[src/rtl/wb_write_arbiter.sv]
// Register-file write-port arbiter: merges pipeline retire and
// long-latency results, with a small FIFO and anti-starvation aging.
module wb_write_arbiter #(
   parameter int XLEN         = 64,
   parameter int FIFO_DEPTH   = 2,
   parameter int STARVE_LIMIT = 4
) (
   input  logic            clk,
   input  logic            rst,
   input  logic            pipe_valid,
   output logic            pipe_ready,
   input  logic [4:0]      pipe_dest,
   input  logic [XLEN-1:0] pipe_data,
   input  logic            ll_valid,
   output logic            ll_ready,
   input  logic [4:0]      ll_dest,
   input  logic [XLEN-1:0] ll_data,
   output logic            reg_write_enable,
   output logic [4:0]      reg_dest_addr,
   output logic [XLEN-1:0] reg_write_data,
   output logic            ll_pending
);

   localparam int AW = (FIFO_DEPTH > 1) ? $clog2(FIFO_DEPTH) : 1;
   localparam int CW = $clog2(FIFO_DEPTH + 1);
   localparam int SW = $clog2(STARVE_LIMIT + 1);
   localparam logic [CW-1:0] FULL = CW'(FIFO_DEPTH);
   localparam logic [SW-1:0] SLIM = SW'(STARVE_LIMIT);

   logic [4:0]      dest_mem_q [FIFO_DEPTH];
   logic [4:0]      dest_mem_d [FIFO_DEPTH];
   logic [XLEN-1:0] data_mem_q [FIFO_DEPTH];
   logic [XLEN-1:0] data_mem_d [FIFO_DEPTH];

   logic [AW-1:0]   wr_ptr_q, wr_ptr_d;
   logic [AW-1:0]   rd_ptr_q, rd_ptr_d;
   logic [CW-1:0]   count_q, count_d;
   logic [SW-1:0]   starve_q, starve_d;
   logic            pending_q, pending_d;
   logic            we_q, we_d;
   logic [4:0]      addr_q, addr_d;
   logic [XLEN-1:0] wdata_q, wdata_d;

   logic            force_ll;
   logic            pipe_grant;
   logic            ll_grant;
   logic            push;
   logic [4:0]      head_dest;
   logic [XLEN-1:0] head_data;

   // Ready signals derive only from registered state.
   always_comb begin
      force_ll   = pending_q && (starve_q == SLIM);
      pipe_ready = !force_ll;
      ll_ready   = (count_q != FULL);
   end

   // Grant selection, FIFO bookkeeping and next output register values.
   always_comb begin
      pipe_grant = pipe_valid && pipe_ready;
      ll_grant   = pending_q && !pipe_grant;
      push       = ll_valid && ll_ready;
      head_dest  = dest_mem_q[rd_ptr_q];
      head_data  = data_mem_q[rd_ptr_q];

      dest_mem_d = dest_mem_q;
      data_mem_d = data_mem_q;
      wr_ptr_d   = wr_ptr_q;
      rd_ptr_d   = rd_ptr_q;

      if (push) begin
         dest_mem_d[wr_ptr_q] = ll_dest;
         data_mem_d[wr_ptr_q] = ll_data;
         wr_ptr_d             = wr_ptr_q + AW'(1);
      end
      if (ll_grant) begin
         rd_ptr_d = rd_ptr_q + AW'(1);
      end

      count_d   = count_q + CW'(push) - CW'(ll_grant);
      pending_d = (count_d != '0);

      starve_d = starve_q;
      if (ll_grant) begin
         starve_d = '0;
      end else if (pipe_grant && pending_q && (starve_q != SLIM)) begin
         starve_d = starve_q + SW'(1);
      end

      we_d    = 1'b0;
      addr_d  = addr_q;
      wdata_d = wdata_q;
      if (pipe_grant) begin
         we_d    = (pipe_dest != 5'd0);
         addr_d  = pipe_dest;
         wdata_d = pipe_data;
      end else if (ll_grant) begin
         we_d    = (head_dest != 5'd0);
         addr_d  = head_dest;
         wdata_d = head_data;
      end
   end

   // All state, cleared asynchronously so no partial write escapes reset.
   always_ff @(posedge clk or posedge rst) begin
      if (rst) begin
         for (int i = 0; i < FIFO_DEPTH; i++) begin
            dest_mem_q[i] <= '0;
            data_mem_q[i] <= '0;
         end
         wr_ptr_q  <= '0;
         rd_ptr_q  <= '0;
         count_q   <= '0;
         starve_q  <= '0;
         pending_q <= 1'b0;
         we_q      <= 1'b0;
         addr_q    <= '0;
         wdata_q   <= '0;
      end else begin
         dest_mem_q <= dest_mem_d;
         data_mem_q <= data_mem_d;
         wr_ptr_q   <= wr_ptr_d;
         rd_ptr_q   <= rd_ptr_d;
         count_q    <= count_d;
         starve_q   <= starve_d;
         pending_q  <= pending_d;
         we_q       <= we_d;
         addr_q     <= addr_d;
         wdata_q    <= wdata_d;
      end
   end

   assign reg_write_enable = we_q;
   assign reg_dest_addr    = addr_q;
   assign reg_write_data   = wdata_q;
   assign ll_pending       = pending_q;

endmodule

[config.mk]
export PLATFORM = sky130hd
export DESIGN_NAME = wb_write_arbiter
export DESIGN_NICKNAME = d
export VERILOG_FILES = /design/src/rtl/wb_write_arbiter.sv
export SDC_FILE = /design/constraint.sdc
export NUM_CORES = 1
export LEC_CHECK = 0
export ABC_AREA = 1
export CORE_MARGIN = 1
export CORE_UTILIZATION = 40
export CTS_CLUSTER_DIAMETER = 200
export DETAILED_ROUTE_END_ITERATION = 7
export PLACE_DENSITY = 0.7
export SETUP_SLACK_MARGIN = 0.02
export SYNTH_ARGS = -nofsm -noshare
export SYNTH_HDL_FRONTEND = slang
export SYNTH_SLANG_ARGS = --single-unit
[constraint.sdc]
create_clock -name clk -period 7.8 [get_ports clk]
set_input_delay 1.56 -clock clk [delete_from_list [all_inputs] [get_ports clk]]
set_output_delay 1.56 -clock clk [all_outputs]
set_load 0.1 [all_outputs]
### Yosys cells after proc, flatten, opt, wreduce, memory -nomap -nowiden

Index checks and enable logic that the tools add are counted.

| cells by class | value |
|---|---|
| bitwise logic cells | 2 |
| reduce and logical (&&, ||, !) cells | 14 |
| magnitude comparators | 3 |
| equality and inequality tests | 3 |
| muxes and demuxes | 20 |
| add/subtract/negate cells | 5 |

Operators by type and width:

| cell | number |
|---|---|
| two-way mux 64 bit | 6 |
| bitwise mux 128 bit | 1 |
| demux 64 bit (select 1 bit) | 1 |
| two-way mux 5 bit | 6 |
| bitwise mux 10 bit | 1 |
| nonzero test 5 bit | 2 |
| logical AND 1 bit | 7 |
| two-way mux 3 bit | 2 |
| nonzero test 2 bit | 3 |
| demux 5 bit (select 1 bit) | 1 |
| greater-or-equal comparator 2 bit, second input constant | 2 |
| inverter 1 -> 2 bit | 2 |
| adder 3 x 1 -> 3 bit, second input constant | 1 |
| == test 3 bit, second input constant | 1 |
| inequality test 3 bit, second input constant | 1 |
| adder 1 bit, second input constant | 2 |
| adder 2 x 1 -> 2 bit | 1 |
| logical NOT 1 bit | 2 |
| less-than comparator 2 x 1 -> 1 bit, second input constant | 1 |
| two-way mux 1 bit | 2 |
| inequality test 2 bit, second input constant | 1 |
| subtractor 2 x 1 -> 2 bit | 1 |

| storage, ports and cells | value |
|---|---|
| word-level logic and storage cells | 59 |
| bits in registers | 216 |
| output and inout bits | 73 |

### Longest topological paths before layout

Gate-level depths: netlist of the first run.

| logic depth | value |
|---|---|
| depth after elaboration | 8 |
| gate-level depth with buffers | 10 |
| mapped depth without buffers | 9 |

### Worst setup path after synthesis of the first run

No wires, ideal clock.

| path | value |
|---|---|
| path type | register -> output |
| start point | register pending_q (netlist: ll_pending) |
| end point | output port pipe_ready |
| data required time | 6.240 ns |
| slack | 4.268 ns |
| buffers on the path | 1 |
| cell stages (with the launch flop) | 3 |
| arrival time | 1.972 ns |
| cell sequence | dfrtp_1 > buf_2 > nand3_1 |

| on the way | value |
|---|---|
| word-level cells in the longest chain between the ends | 2 |

RTL lines:

| element | line | text |
|---|---|---|
| from (decl) | 39 | `logic pending_q, pending_d;` |
| from (signal assigned) | 126 | `pending_q <= pending_d;` |
| logical AND 1 bit | 53 | `force_ll = pending_q && (starve_q == SLIM);` |
| logical NOT 1 bit | 54 | `pipe_ready = !force_ll;` |
| to (decl) | 11 | `output logic pipe_ready,` |

No other way between the ends.

### Final worst setup path of the first run

| path | value |
|---|---|
| start point | register starve_q[0] |
| end point | output port pipe_ready |

| on the way | value |
|---|---|
| word-level cells in the longest chain between the ends | 3 |

RTL lines:

| element | line | text |
|---|---|---|
| from (decl) | 38 | `logic [SW-1:0] starve_q, starve_d;` |
| from (signal assigned) | 125 | `starve_q <= starve_d;` |
| == test 3 bit | 53 |  |
| logical AND 1 bit | 53 |  |
| logical NOT 1 bit | 54 |  |

No other way between the ends.

==> results of run 1 <==
## cell families (layout without fill, tap and decap cells)
group                      count (synthesis)  after routing  share of synthesized area [%]
and+or+nand+nor                          649            649                           27.2
DFF                                      216            216                           57.8
buffers and inverters                    146            346                           6.51
AOI/OAI and AO/OA                        141            141                           7.67
adders and majority gates                  4              4                          0.535
xor gates and xnor gates                   3              3                          0.281
## Yosys cell counts, drive strengths merged
library cell and number:
nor2 6, xor2 2, dfrtp 216, clkbuf 26
ha 4, a21oi 1, nand3b 2, nand3 74
inv 79, xnor2 1, buf 41, nand2 566
or2 1, o21ai 140
## metrics by stage
step           std cells  worst slack, ns  total power [W]
3_3_place_gp        1628             3.87          0.00467
4_1_cts             1672             3.78          0.00593
2_1_floorplan       1159            0.332          0.00401
3_5_place_dp        1628             3.85          0.00473
6_report            1672             3.81          0.00587
5_1_grt             1672             3.71          0.00625
## per-layer routing
metal / up-vias / GRT usage [%] / part of all wire [%]
met5: - / 0 / 0
met3: 31 / 2.98 / 4.5
met1: 3734 / 25.7 / 45
li1: 3959 / - / -
met2: 177 / 34.7 / 49
met4: 0 / 5.14 / 1.9
## area by class of cell
cell class	instances	area, um2
Clock inverter	7	116
Multi-Input combinational cell	797	3350
Tap cell	313	392
Sequential cell	216	5410
Inverter	79	304
Fill cell	2109	10300
Clock buffer	37	721
Timing Repair Buffer	223	2210
## worst max-delay path, delay by kind of cell, from the launching register on
family	cells	cell delay (ns)
flip-flops	1	0.35
buffers and inverters	2	1.23
adder cells (fa/ha/maj)	1	0.21
AND/OR/NAND/NOR	1	0.13
## state kept, by name (all words and copies together) (netlist names)
name / cells
count_q: 2
data_mem_q: 128
dest_mem_q: 10
ll_pending: 1
rd_ptr_q: 1
reg_dest_addr: 5
reg_write_data: 64
reg_write_enable: 1
starve_q: 3
wr_ptr_q: 1
## path summary, 6_finish.rpt
kind / end / start / depth (start not counted) / slack (ns)
setup reg to reg: ll_pending / starve_q[0] / 10 / 5.34
max in group asynchronous: rd_ptr_q / rst / 3 / 4.47
min in group asynchronous: reg_write_data[13] / rst / 2 / 1.68
hold / removal: dest_mem_q[2] / dest_mem_q[2] / 2 / 0.48
setup / recovery: pipe_ready / starve_q[0] / 4 / 3.81
hold reg to reg: dest_mem_q[2] / dest_mem_q[2] / 2 / 0.48
## power breakdown
part | leakage [nW] | internal, W | switching, W
clock network | 0.407 | 0.000735 | 0.000443
registers | 2.68 | 0.00163 | 0.000274
logic | 3.09 | 0.000713 | 0.00207
total | 6.17 | 0.00308 | 0.00279
==> flow_summary.html, run 1 <==
<table>
<tr><th>Metric</th><th>Value</th></tr>
<tr><th colspan="2">Drt</th></tr>
<tr><td>Post-detailed-route count of antenna-violating nets</td><td>0</td></tr>
<tr><td>Total number of vias</td><td>7901</td></tr>
<tr><td>Router iterations before antenna repair</td><td>5</td></tr>
<tr><td>Overall routed net length</td><td>23200 um</td></tr>
<tr><td>DRC Markers</td><td>0</td></tr>
<tr><td>Number of vias per cell after detailed routing</td><td>4.73</td></tr>
<tr><td>Initial detailed-routing violation count</td><td>493</td></tr>
<tr><td>Detail-routed net length per standard cell</td><td>13.9 um</td></tr>
<tr><th colspan="2">Timing</th></tr>
<tr><td>Setup repair after global routing missed its margin</td><td>false</td></tr>
<tr><td>Worst hold-check slack</td><td>0.481 ns</td></tr>
<tr><td>Relative max-transition margin</td><td>26.5%</td></tr>
<tr><td>Worst-Margin Slew</td><td>1.10 ns</td></tr>
<tr><td>Count of final setup violators</td><td>0</td></tr>
<tr><td>Share of the clock period used by the worst path after layout</td><td>51.2%</td></tr>
<tr><td>Max-slew violation total from the final report</td><td>0</td></tr>
<tr><td>Final critical-path required period</td><td>3.99 ns</td></tr>
<tr><td>Clock Skews</td><td>0.0116 ns</td></tr>
<tr><td>Achievable frequency</td><td>250 MHz</td></tr>
<tr><td>Final hold vios</td><td>0</td></tr>
<tr><td>Post-route setup TNS</td><td>0 ns</td></tr>
<tr><th colspan="2">Die</th></tr>
<tr><td>Initial standard-cell utilization of the core</td><td>41.0%</td></tr>
<tr><td>Die outline height</td><td>155 um</td></tr>
<tr><td>Chip Width</td><td>155 um</td></tr>
<tr><td>Full die area</td><td>24000 um2</td></tr>
<tr><td>Placeable Area</td><td>22800 um2</td></tr>
<tr><td>Core Rows</td><td>55</td></tr>
<tr><td>Count of pins on the block boundary</td><td>215</td></tr>
<tr><th colspan="2">Global routing</th></tr>
<tr><td>Antenna violations before repair</td><td>0</td></tr>
<tr><td>Pin count of the biggest net entering global routing</td><td>141</td></tr>
<tr><td>Number of global-route vias before repair</td><td>7945</td></tr>
<tr><td>Overall track demand over capacity in global routing</td><td>19.9%</td></tr>
<tr><td>Wire length of the first global-routing pass</td><td>38900 um</td></tr>
<tr><td>Congestion Overflow GR</td><td>0</td></tr>
<tr><th colspan="2">Status</th></tr>
<tr><td>Status</td><td>complete, no violations</td></tr>
<tr><th colspan="2">Clocking</th></tr>
<tr><td>Hold-fix buffers at CTS</td><td>0</td></tr>
<tr><td>Clock-pin transition on the worst setup and hold timing paths</td><td>0.06 ns</td></tr>
<tr><td>Level count of the clock H-tree</td><td>1</td></tr>
<tr><td>Count of clock tree sinks</td><td>216</td></tr>
<tr><td>Number of clock buffers inserted by TritonCTS</td><td>24</td></tr>
<tr><td>Number of cells upsized or downsized after cts</td><td>0</td></tr>
<tr><td>CTS tree</td><td>yes</td></tr>
<tr><td>Clock latency at the later pin of the worst-skew pair</td><td>0.50 ns</td></tr>
<tr><td>Buffers from clock root to sink, at most</td><td>3</td></tr>
<tr><td>Buffer count from post-CTS setup fixing</td><td>0</td></tr>
<tr><td>Buffer type at the clock tree root</td><td>clkbuf_16</td></tr>
<tr><th colspan="2">Finish</th></tr>
<tr><td>Post-Layout Inst Area</td><td>12500 um2</td></tr>
<tr><td>Layout Nets</td><td>1487</td></tr>
<tr><td>Most frequent cells in the layout</td><td>nand2_1, dfrtp_1, clkdlybuf4s50_1</td></tr>
<tr><td>Leading cell type in the layout, fill and taps excluded</td><td>nand2_1</td></tr>
<tr><td>Share of final-layout standard cells stronger than drive strength 1</td><td>3.97%</td></tr>
<tr><td>Antenna Diode Count</td><td>0</td></tr>
<tr><td>Post-layout utilization of the core</td><td>54.9%</td></tr>
<tr><td>Signed area change from the synthesized netlist to the final layout</td><td>33.7%</td></tr>
<tr><th colspan="2">Placement</th></tr>
<tr><td>Total cell area at the placement stage</td><td>11700 um2</td></tr>
<tr><td>Gp weighted congestion</td><td>0.767</td></tr>
<tr><td>Port buffer count</td><td>214</td></tr>
<tr><td>Estimated wirelength of the detail-placed design</td><td>14700 um</td></tr>
<tr><th colspan="2">Critical path</th></tr>
<tr><td>Data required time at the worst endpoint</td><td>6.24 ns</td></tr>
<tr><td>Setup crit end kind</td><td>output port</td></tr>
<tr><td>Max Fanout on Critical Path</td><td>3</td></tr>
<tr><td>Slowest cell on crit path</td><td>clkdlybuf4s50_1</td></tr>
<tr><td>Kind of critical path</td><td>flip-flop to output port</td></tr>
<tr><td>Type of element launching the critical path</td><td>flip-flop</td></tr>
<tr><td>Critical path arrival</td><td>2.43 ns</td></tr>
<tr><td>Largest stage delay on the critical path</td><td>1.16 ns</td></tr>
<tr><td>Critical-path cell list</td><td>inv_1 -&gt; ha_1 -&gt; nand3_1 -&gt; clkdlybuf4s50_1</td></tr>
<tr><th colspan="2">Synth</th></tr>
<tr><td>Portion of the post-synthesis area used by sequential elements</td><td>57.8%</td></tr>
<tr><td>Total nets after synthesis</td><td>1305</td></tr>
<tr><td>Synthesized area divided by synthesized cell count</td><td>8.07 um2</td></tr>
<tr><td>Top cells by area in the synthesized netlist</td><td>dfrtp_1, nand2_1, o21ai_0</td></tr>
<tr><td>Number of synthesized register bits</td><td>216</td></tr>
<tr><td>Synthesized cell area</td><td>9350 um2</td></tr>
<tr><td>Fraction of synthesized cell area taken by the top area cell type</td><td>57.8%</td></tr>
<tr><td>Yosys warnings</td><td>0</td></tr>
<tr><td>Cells after Synth</td><td>1159</td></tr>
<tr><td>Synth cell types</td><td>18</td></tr>
<tr><td>Cell taking the most area after synthesis</td><td>dfrtp_1</td></tr>
<tr><th colspan="2">Pwr</th></tr>
<tr><td>Leakage power summed over all cells</td><td>6.17 nW</td></tr>
<tr><td>Power density over the cells</td><td>470 nW/um2</td></tr>
<tr><td>Maximum ir drop on the vdd rail</td><td>0.229 mV</td></tr>
<tr><th colspan="2">Job</th></tr>
<tr><td>Max-cap viol count</td><td>0</td></tr>
<tr><th colspan="2">Hold path</th></tr>
<tr><td>Type of the tightest min-delay check</td><td>flip-flop to flip-flop</td></tr>
</table>
Note: power is estimated with default switching activity, not from simulation.
==> run 2, diff against run 1 <==
==> constraint.sdc (replaced) <==
create_clock -name clk -period 3.2 [get_ports clk]
set_input_delay 0.64 -clock clk [delete_from_list [all_inputs] [get_ports clk]]
set_output_delay 0.64 -clock clk [all_outputs]
set_load 0.1 [all_outputs]
==> flow_summary.html, run 2 (synthesized netlist as in run 1, its figures left out) <==
<table>
<tr><th>Metric</th><th>Value</th></tr>
<tr><th colspan="2">Drt</th></tr>
<tr><td>Overall routed net length</td><td>23500 um</td></tr>
<tr><td>Total number of vias</td><td>7811</td></tr>
<tr><td>Router iterations before antenna repair</td><td>5</td></tr>
<tr><td>Number of vias per cell after detailed routing</td><td>4.65</td></tr>
<tr><td>Initial detailed-routing violation count</td><td>376</td></tr>
<tr><td>Post-detailed-route count of antenna-violating nets</td><td>0</td></tr>
<tr><td>DRC Markers</td><td>0</td></tr>
<tr><td>Detail-routed net length per standard cell</td><td>14.0 um</td></tr>
<tr><th colspan="2">Critical path</th></tr>
<tr><td>Slowest cell on crit path</td><td>dfrtp_1</td></tr>
<tr><td>Critical-path cell list</td><td>inv_1 -&gt; ha_1 -&gt; nand3_1 -&gt; buf_4</td></tr>
<tr><td>Kind of critical path</td><td>flip-flop to output port</td></tr>
<tr><td>Data required time at the worst endpoint</td><td>2.56 ns</td></tr>
<tr><td>Type of element launching the critical path</td><td>flip-flop</td></tr>
<tr><td>Critical path arrival</td><td>1.55 ns</td></tr>
<tr><td>Setup crit end kind</td><td>output port</td></tr>
<tr><td>Max Fanout on Critical Path</td><td>3</td></tr>
<tr><td>Largest stage delay on the critical path</td><td>0.35 ns</td></tr>
<tr><th colspan="2">Pwr</th></tr>
<tr><td>Leakage power summed over all cells</td><td>6.30 nW</td></tr>
<tr><td>Sequential Power Share</td><td>32.7%</td></tr>
<tr><td>Net switching power figure</td><td>0.00683 W</td></tr>
<tr><td>Proportion of power drawn by combinational gates</td><td>47.4%</td></tr>
<tr><td>Power density over the cells</td><td>1150 nW/um2</td></tr>
<tr><td>Share of total power consumed by net switching</td><td>48.1%</td></tr>
<tr><td>Maximum ir drop on the vdd rail</td><td>0.542 mV</td></tr>
<tr><td>Internal power contribution</td><td>0.00738 W</td></tr>
<tr><td>Total power after layout</td><td>0.0142 W</td></tr>
<tr><td>Clock network fraction of design power</td><td>19.9%</td></tr>
<tr><th colspan="2">Timing</th></tr>
<tr><td>Max-slew violation total from the final report</td><td>0</td></tr>
<tr><td>Setup repair after global routing missed its margin</td><td>false</td></tr>
<tr><td>Final hold vios</td><td>0</td></tr>
<tr><td>Final critical-path required period</td><td>2.19 ns</td></tr>
<tr><td>Worst-Margin Slew</td><td>0.879 ns</td></tr>
<tr><td>Clock Skews</td><td>0.00831 ns</td></tr>
<tr><td>Achievable frequency</td><td>456 MHz</td></tr>
<tr><td>Relative max-transition margin</td><td>41.4%</td></tr>
<tr><td>Count of final setup violators</td><td>0</td></tr>
<tr><td>Post-route setup TNS</td><td>0 ns</td></tr>
<tr><td>Share of the clock period used by the worst path after layout</td><td>68.5%</td></tr>
<tr><th colspan="2">Finish</th></tr>
<tr><td>Leading cell type in the layout, fill and taps excluded</td><td>nand2_1</td></tr>
<tr><td>FILL cells</td><td>2133</td></tr>
<tr><td>Most frequent cells in the layout</td><td>nand2_1, dfrtp_1, clkdlybuf4s50_1</td></tr>
<tr><td>Signed area change from the synthesized netlist to the final layout</td><td>32.7%</td></tr>
<tr><td>FF+latch area</td><td>5410 um2</td></tr>
<tr><td>Flip-flop count of the largest register, all copies and words added</td><td>128</td></tr>
<tr><td>Post-layout utilization of the core</td><td>54.4%</td></tr>
<tr><td>Multi-input logic area</td><td>3350 um2</td></tr>
<tr><td>Biggest register</td><td>data_mem_q</td></tr>
<tr><td>Share of final-layout standard cells stronger than drive strength 1</td><td>9.82%</td></tr>
<tr><td>Layout Nets</td><td>1493</td></tr>
<tr><th colspan="2">Placement</th></tr>
<tr><td>Estimated wirelength of the detail-placed design</td><td>15200 um</td></tr>
<tr><td>Port buffer count</td><td>214</td></tr>
<tr><td>Gp weighted congestion</td><td>0.772</td></tr>
<tr><th colspan="2">Die</th></tr>
<tr><td>Core Rows</td><td>55</td></tr>
<tr><td>Die outline height</td><td>155 um</td></tr>
<tr><td>Placeable Area</td><td>22800 um2</td></tr>
<tr><td>Count of pins on the block boundary</td><td>215</td></tr>
<tr><td>Initial standard-cell utilization of the core</td><td>41.0%</td></tr>
<tr><td>Full die area</td><td>24000 um2</td></tr>
<tr><td>Chip Width</td><td>155 um</td></tr>
<tr><th colspan="2">Global routing</th></tr>
<tr><td>Overall track demand over capacity in global routing</td><td>20.1%</td></tr>
<tr><td>Number of global-route vias before repair</td><td>7904</td></tr>
<tr><td>Congestion Overflow GR</td><td>0</td></tr>
<tr><td>Pin count of the biggest net entering global routing</td><td>74</td></tr>
<tr><td>Antenna violations before repair</td><td>2</td></tr>
<tr><td>Wire length of the first global-routing pass</td><td>39000 um</td></tr>
<tr><th colspan="2">Clocking</th></tr>
<tr><td>Buffer type at the clock tree root</td><td>clkbuf_16</td></tr>
<tr><td>Buffers from clock root to sink, at most</td><td>3</td></tr>
<tr><td>Level count of the clock H-tree</td><td>1</td></tr>
<tr><td>CTS tree</td><td>yes</td></tr>
<tr><td>Clock latency at the later pin of the worst-skew pair</td><td>0.50 ns</td></tr>
<tr><td>Buffer count from post-CTS setup fixing</td><td>0</td></tr>
<tr><td>Hold-fix buffers at CTS</td><td>0</td></tr>
<tr><td>Count of clock tree sinks</td><td>216</td></tr>
<tr><td>Number of clock buffers inserted by TritonCTS</td><td>24</td></tr>
<tr><td>Clock-pin transition on the worst setup and hold timing paths</td><td>0.06 ns</td></tr>
<tr><td>Number of cells upsized or downsized after cts</td><td>0</td></tr>
<tr><th colspan="2">Hold path</th></tr>
<tr><td>Type of the tightest min-delay check</td><td>flip-flop to flip-flop</td></tr>
<tr><th colspan="2">Job</th></tr>
<tr><td>Max-cap viol count</td><td>0</td></tr>
<tr><th colspan="2">Status</th></tr>
<tr><td>Status</td><td>complete, no violations</td></tr>
</table>
run 2: changes by cell type in the layout (fill, tap and decap cells not counted), sizes merged:
cell	previous run	this run
buf	9	88
diode	0	1
clkbuf	37	35
inv	80	78
clkdlybuf4s50	214	141
clkinv	2	5
clkinvlp	1	2
run 2: layout make-up:
type                            instances  share of cell area (%)
Sequential cell                       216                    43.6
Timing Repair Buffer                  229                    17.1
Inverter                               79                    2.42
Antenna cell                            1                  0.0202
Clock inverter                          9                   0.989
Clock buffer                           35                    5.67
Multi-Input combinational cell        797                    27.0
Tap cell                              313                    3.16
run 2: worst paths after layout:
path / from / to / slack [ns] / depth (start not counted)
min reg2reg: data_mem_q[85] / data_mem_q[85] / 0.48 / 2
max: starve_q[0] / pipe_ready / 1.01 / 4
max reg2reg: starve_q[0] / reg_write_enable / 1.19 / 9
max in group asynchronous: rst / data_mem_q[16] / 1.86 / 3
min: data_mem_q[85] / data_mem_q[85] / 0.48 / 2
min in group asynchronous: rst / reg_write_data[42] / 0.57 / 2
run 2: power groups by stage:
stage | clock (W) | combinational (W) | sequential [W]
final | 0.00283 | 0.00673 | 0.00465
after global routing | 0.00301 | 0.00732 | 0.00481
after CTS | 0.00290 | 0.00680 | 0.00465
after detailed placement | 0 | 0.00678 | 0.00467
after global placement | 0 | 0.00669 | 0.00465
after floorplan | 0 | 0.00248 | 0.00731
run 2: critical path: cells and delay by family (launching register included):
family	cells	cell delay (ns)
buffers and inverters	2	0.38
DFF	1	0.35
adders and majority gates	1	0.21
and+or+nand+nor	1	0.11
run 2: routing by layer:
metal,routed length (um),global-route usage (%),up-vias
li1,-,-,3975
met1,10700,27.4,3615
met2,11300,33.5,190
met3,1050,2.51,31
met4,487,6.08,0
met5,0,0,-
run 2: metrics by stage:
stage / hold slack, ns / cells / instance area, um2 / setup WS, ns
5_1_grt: 0.499 / 1679 / 12400 / 0.909
4_1_cts: 0.487 / 1678 / 12400 / 0.975
2_1_floorplan: 0.453 / 1159 / 9350 / -0.252
3_5_place_dp: 0.473 / 1634 / 11600 / 0.686
3_3_place_gp: 0.465 / 1634 / 11600 / 0.748
6_report: 0.482 / 1679 / 12400 / 1.01
==> RTL edit, RTL diff (config.mk and constraints of run 2) <==
`addr_q` and `wdata_q` no longer have a reset.
--- a/src/rtl/wb_write_arbiter.sv
+++ b/src/rtl/wb_write_arbiter.sv
@@ -114,8 +114,6 @@
          starve_q  <= '0;
          pending_q <= 1'b0;
          we_q      <= 1'b0;
-         addr_q    <= '0;
-         wdata_q   <= '0;
       end else begin
          dest_mem_q <= dest_mem_d;
          data_mem_q <= data_mem_d;
@@ -125,9 +123,12 @@
          starve_q   <= starve_d;
          pending_q  <= pending_d;
          we_q       <= we_d;
-         addr_q     <= addr_d;
-         wdata_q    <= wdata_d;
       end
+   end
+
+   always_ff @(posedge clk) begin
+      addr_q  <= addr_d;
+      wdata_q <= wdata_d;
    end
 
    assign reg_write_enable = we_q;
Check against the original RTL: not equivalent (a bounded check fails within 4 cycles, from zero or initial values and one cycle with rst high).
==> RTL edit against run 2 <==
- routed wire length down 7.8%
- hold slack about the same
- setup slack better by 0.027 ns
- global-route usage down 2.0 points
- sequential power up 7.3%
- clock skew up 0.0063 ns
- register-to-register slack worse by 0.07 ns
- cell area down 0.88%
- power up 3.0%
- sequential cell count unchanged
- synthesized area up 0.23%
- clock power up 3%
==> RTL edit: results (changes against run 2) <==
| Metric | Value |
|---|---|
| Crit path max-delay family | buffers and inverters (unchanged) |
| Synthesized Nets | 1093 (was 1305) |
| Layout cells sized above 1 | 0.174 (was 0.0982) |
| Async SR Flop Fraction | 0.681 (was 1.00) |
| Ant diodes | 0 (was 1) |
| Largest net degree at the start of global routing | 139 (was 74) |
| Yosys cell types | 24 (was 18) |
| Nets@finish | 1285 (was 1493) |
| Worst-margin pin slew | 0.844 ns (was 0.879 ns) |
| WL/cell | 14.8 um (was 14.0 um) |
| Clock Path Buffers | 3 (unchanged) |
| Cell Area, Placed | 11400 sq um (was 11600 sq um) |
| Met2 wire length | 10400 um (was 11300 um) |
| Post-CTS Setup Inserts | 0 (unchanged) |
| Clock skew | 0.0147 ns (was 0.00831 ns) |
| Post-Route M1 WL | 9400 um (was 10700 um) |
| Worst reg2reg endpoint | reg_write_data[2]$_DFFE_PP_ (was reg_write_enable$_DFF_PP0_) |
| Sink of the worst hold path | data_mem_q[17]$_DFFE_PP0P_ (was data_mem_q[85]$_DFFE_PP0P_) |
| Leak | 5.54 nW (was 6.30 nW) |
| DP Wirelength | 13500 um (was 15200 um) |
| Worst path max stage delay | 0.35 ns (about the same) |
| GRT Total Usage | 0.181 (was 0.201) |
| Setup ws final | 1.03 ns (was 1.01 ns) |
| Vias in the first global route | 6791 (was 7904) |
| Status | completed (unchanged) |
| Synthesized area per cell | 9.89 sq um (was 8.07 sq um) |
| Rows | 55 (unchanged) |
| Root Driver | clkbuf_16 (unchanged) |
| Synth area leaders | dfrtp_1 39%, edfxtp_1 22%, nand2_1 11% (was dfrtp_1 58%, nand2_1 23%, o21ai_0 7.5%) |
| Cells on worst reg2reg path | 4 (was 9) |
| # placed instances | 1426 (was 1634) |
| VDD IR max | 0.673 mV (was 0.542 mV) |
| ANT nets after route | 0 (unchanged) |
| Post-synth EDFFs | 69 (was 0) |
| Routability Congestion | 0.744 (was 0.772) |
| Placement Setup Slack | 0.736 ns (was 0.686 ns) |
| Fill count | 2048 (was 2133) |
| Hold path start | data_mem_q[17]$_DFFE_PP0P_ (was data_mem_q[85]$_DFFE_PP0P_) |
| CTS resizes | 0 (unchanged) |
| Part of the Yosys area used for sequential elements | 0.614 (was 0.578) |
| Met3 wire len | 1340 um (was 1050 um) |
| H-tree Lvls | 1 (unchanged) |
| First DRT Iteration DRCs | 394 (was 376) |
| Avg Vias per Cell | 4.81 (was 4.65) |
| First-pass GRT wire length | 34700 um (was 39000 um) |
| Initial antenna violation count | 0 (was 2) |
| Reg2reg start | rd_ptr_q$_DFFE_PP0P_ (was starve_q[0]$_DFFE_PP0P_) |
| R2r setup slk | 1.12 ns (was 1.19 ns) |
| Hold Slack | 0.482 ns (about the same) |
| Via count | 7069 (was 7811) |
| Most frequent cells after synthesis | 279 x nand2_1, 147 x dfrtp_1, 85 x o21ai_0, 80 x inv_1, 70 x nor2_1 (was 566 x nand2_1, 216 x dfrtp_1, 140 x o21ai_0, 77 x inv_1, 74 x nand3_1) |
## RTL edit: changes by cell type after synthesis, moves of 16 or more
| cell | change |
|---|---|
| buf_6 | +16 |
| nor2_1 | +65 |
| nand2_1 | -287 |
| dfrtp_1 | -69 |
| o21ai_2 | +51 |
| buf_2 | -16 |
| a31oi_1 | +66 |
| o21ai_0 | -55 |
| nand3_1 | -69 |
| edfxtp_1 | +69 |
## RTL edit: cell families (layout without fill, tap and decap cells)
family,after synthesis,after routing,synth area share
XOR/XNOR,3,3,0.00280
flip-flops,216,216,0.614
AND/OR/NAND/NOR,373,373,0.157
AO/OA/AOI/OAI,211,211,0.142
adder cells (fa/ha/maj),4,4,0.00534
buffers and inverters,140,350,0.0796
## RTL edit: where the power goes
part           leakage [nW]  switching (mW)  total, mW  internal, mW
combinational          2.58            5.10       6.74          1.64
sequential             2.54           0.678       4.99          4.31
clock                 0.422            1.10       2.91          1.81
total                  5.54            6.89       14.6          7.75
## RTL edit: worst register-to-register path: stages, from the launching register on
cell and delay, ns:
dfrtp_2 0.65, inv_2 0.40, buf_4 0.49, nand2_1 0.15
a31oi_1 0.23
## RTL edit: area by class of cell
type                            instances  area, sq um  share of cell area
Multi-Input combinational cell        591         2900               0.236
Clock inverter                         16          179              0.0146
Sequential cell                       216         5750               0.468
Clock buffer                           28          667              0.0543
Inverter                               80          304              0.0247
Tap cell                              313          392              0.0319
Timing Repair Buffer                  226         2100               0.171
## RTL edit: metal layers
layer / GRT usage / up-vias
met5: 0 / -
met2: 0.307 / 201
li1: - / 3496
met3: 0.0298 / 37
met1: 0.238 / 3335
met4: 0.0537 / 0
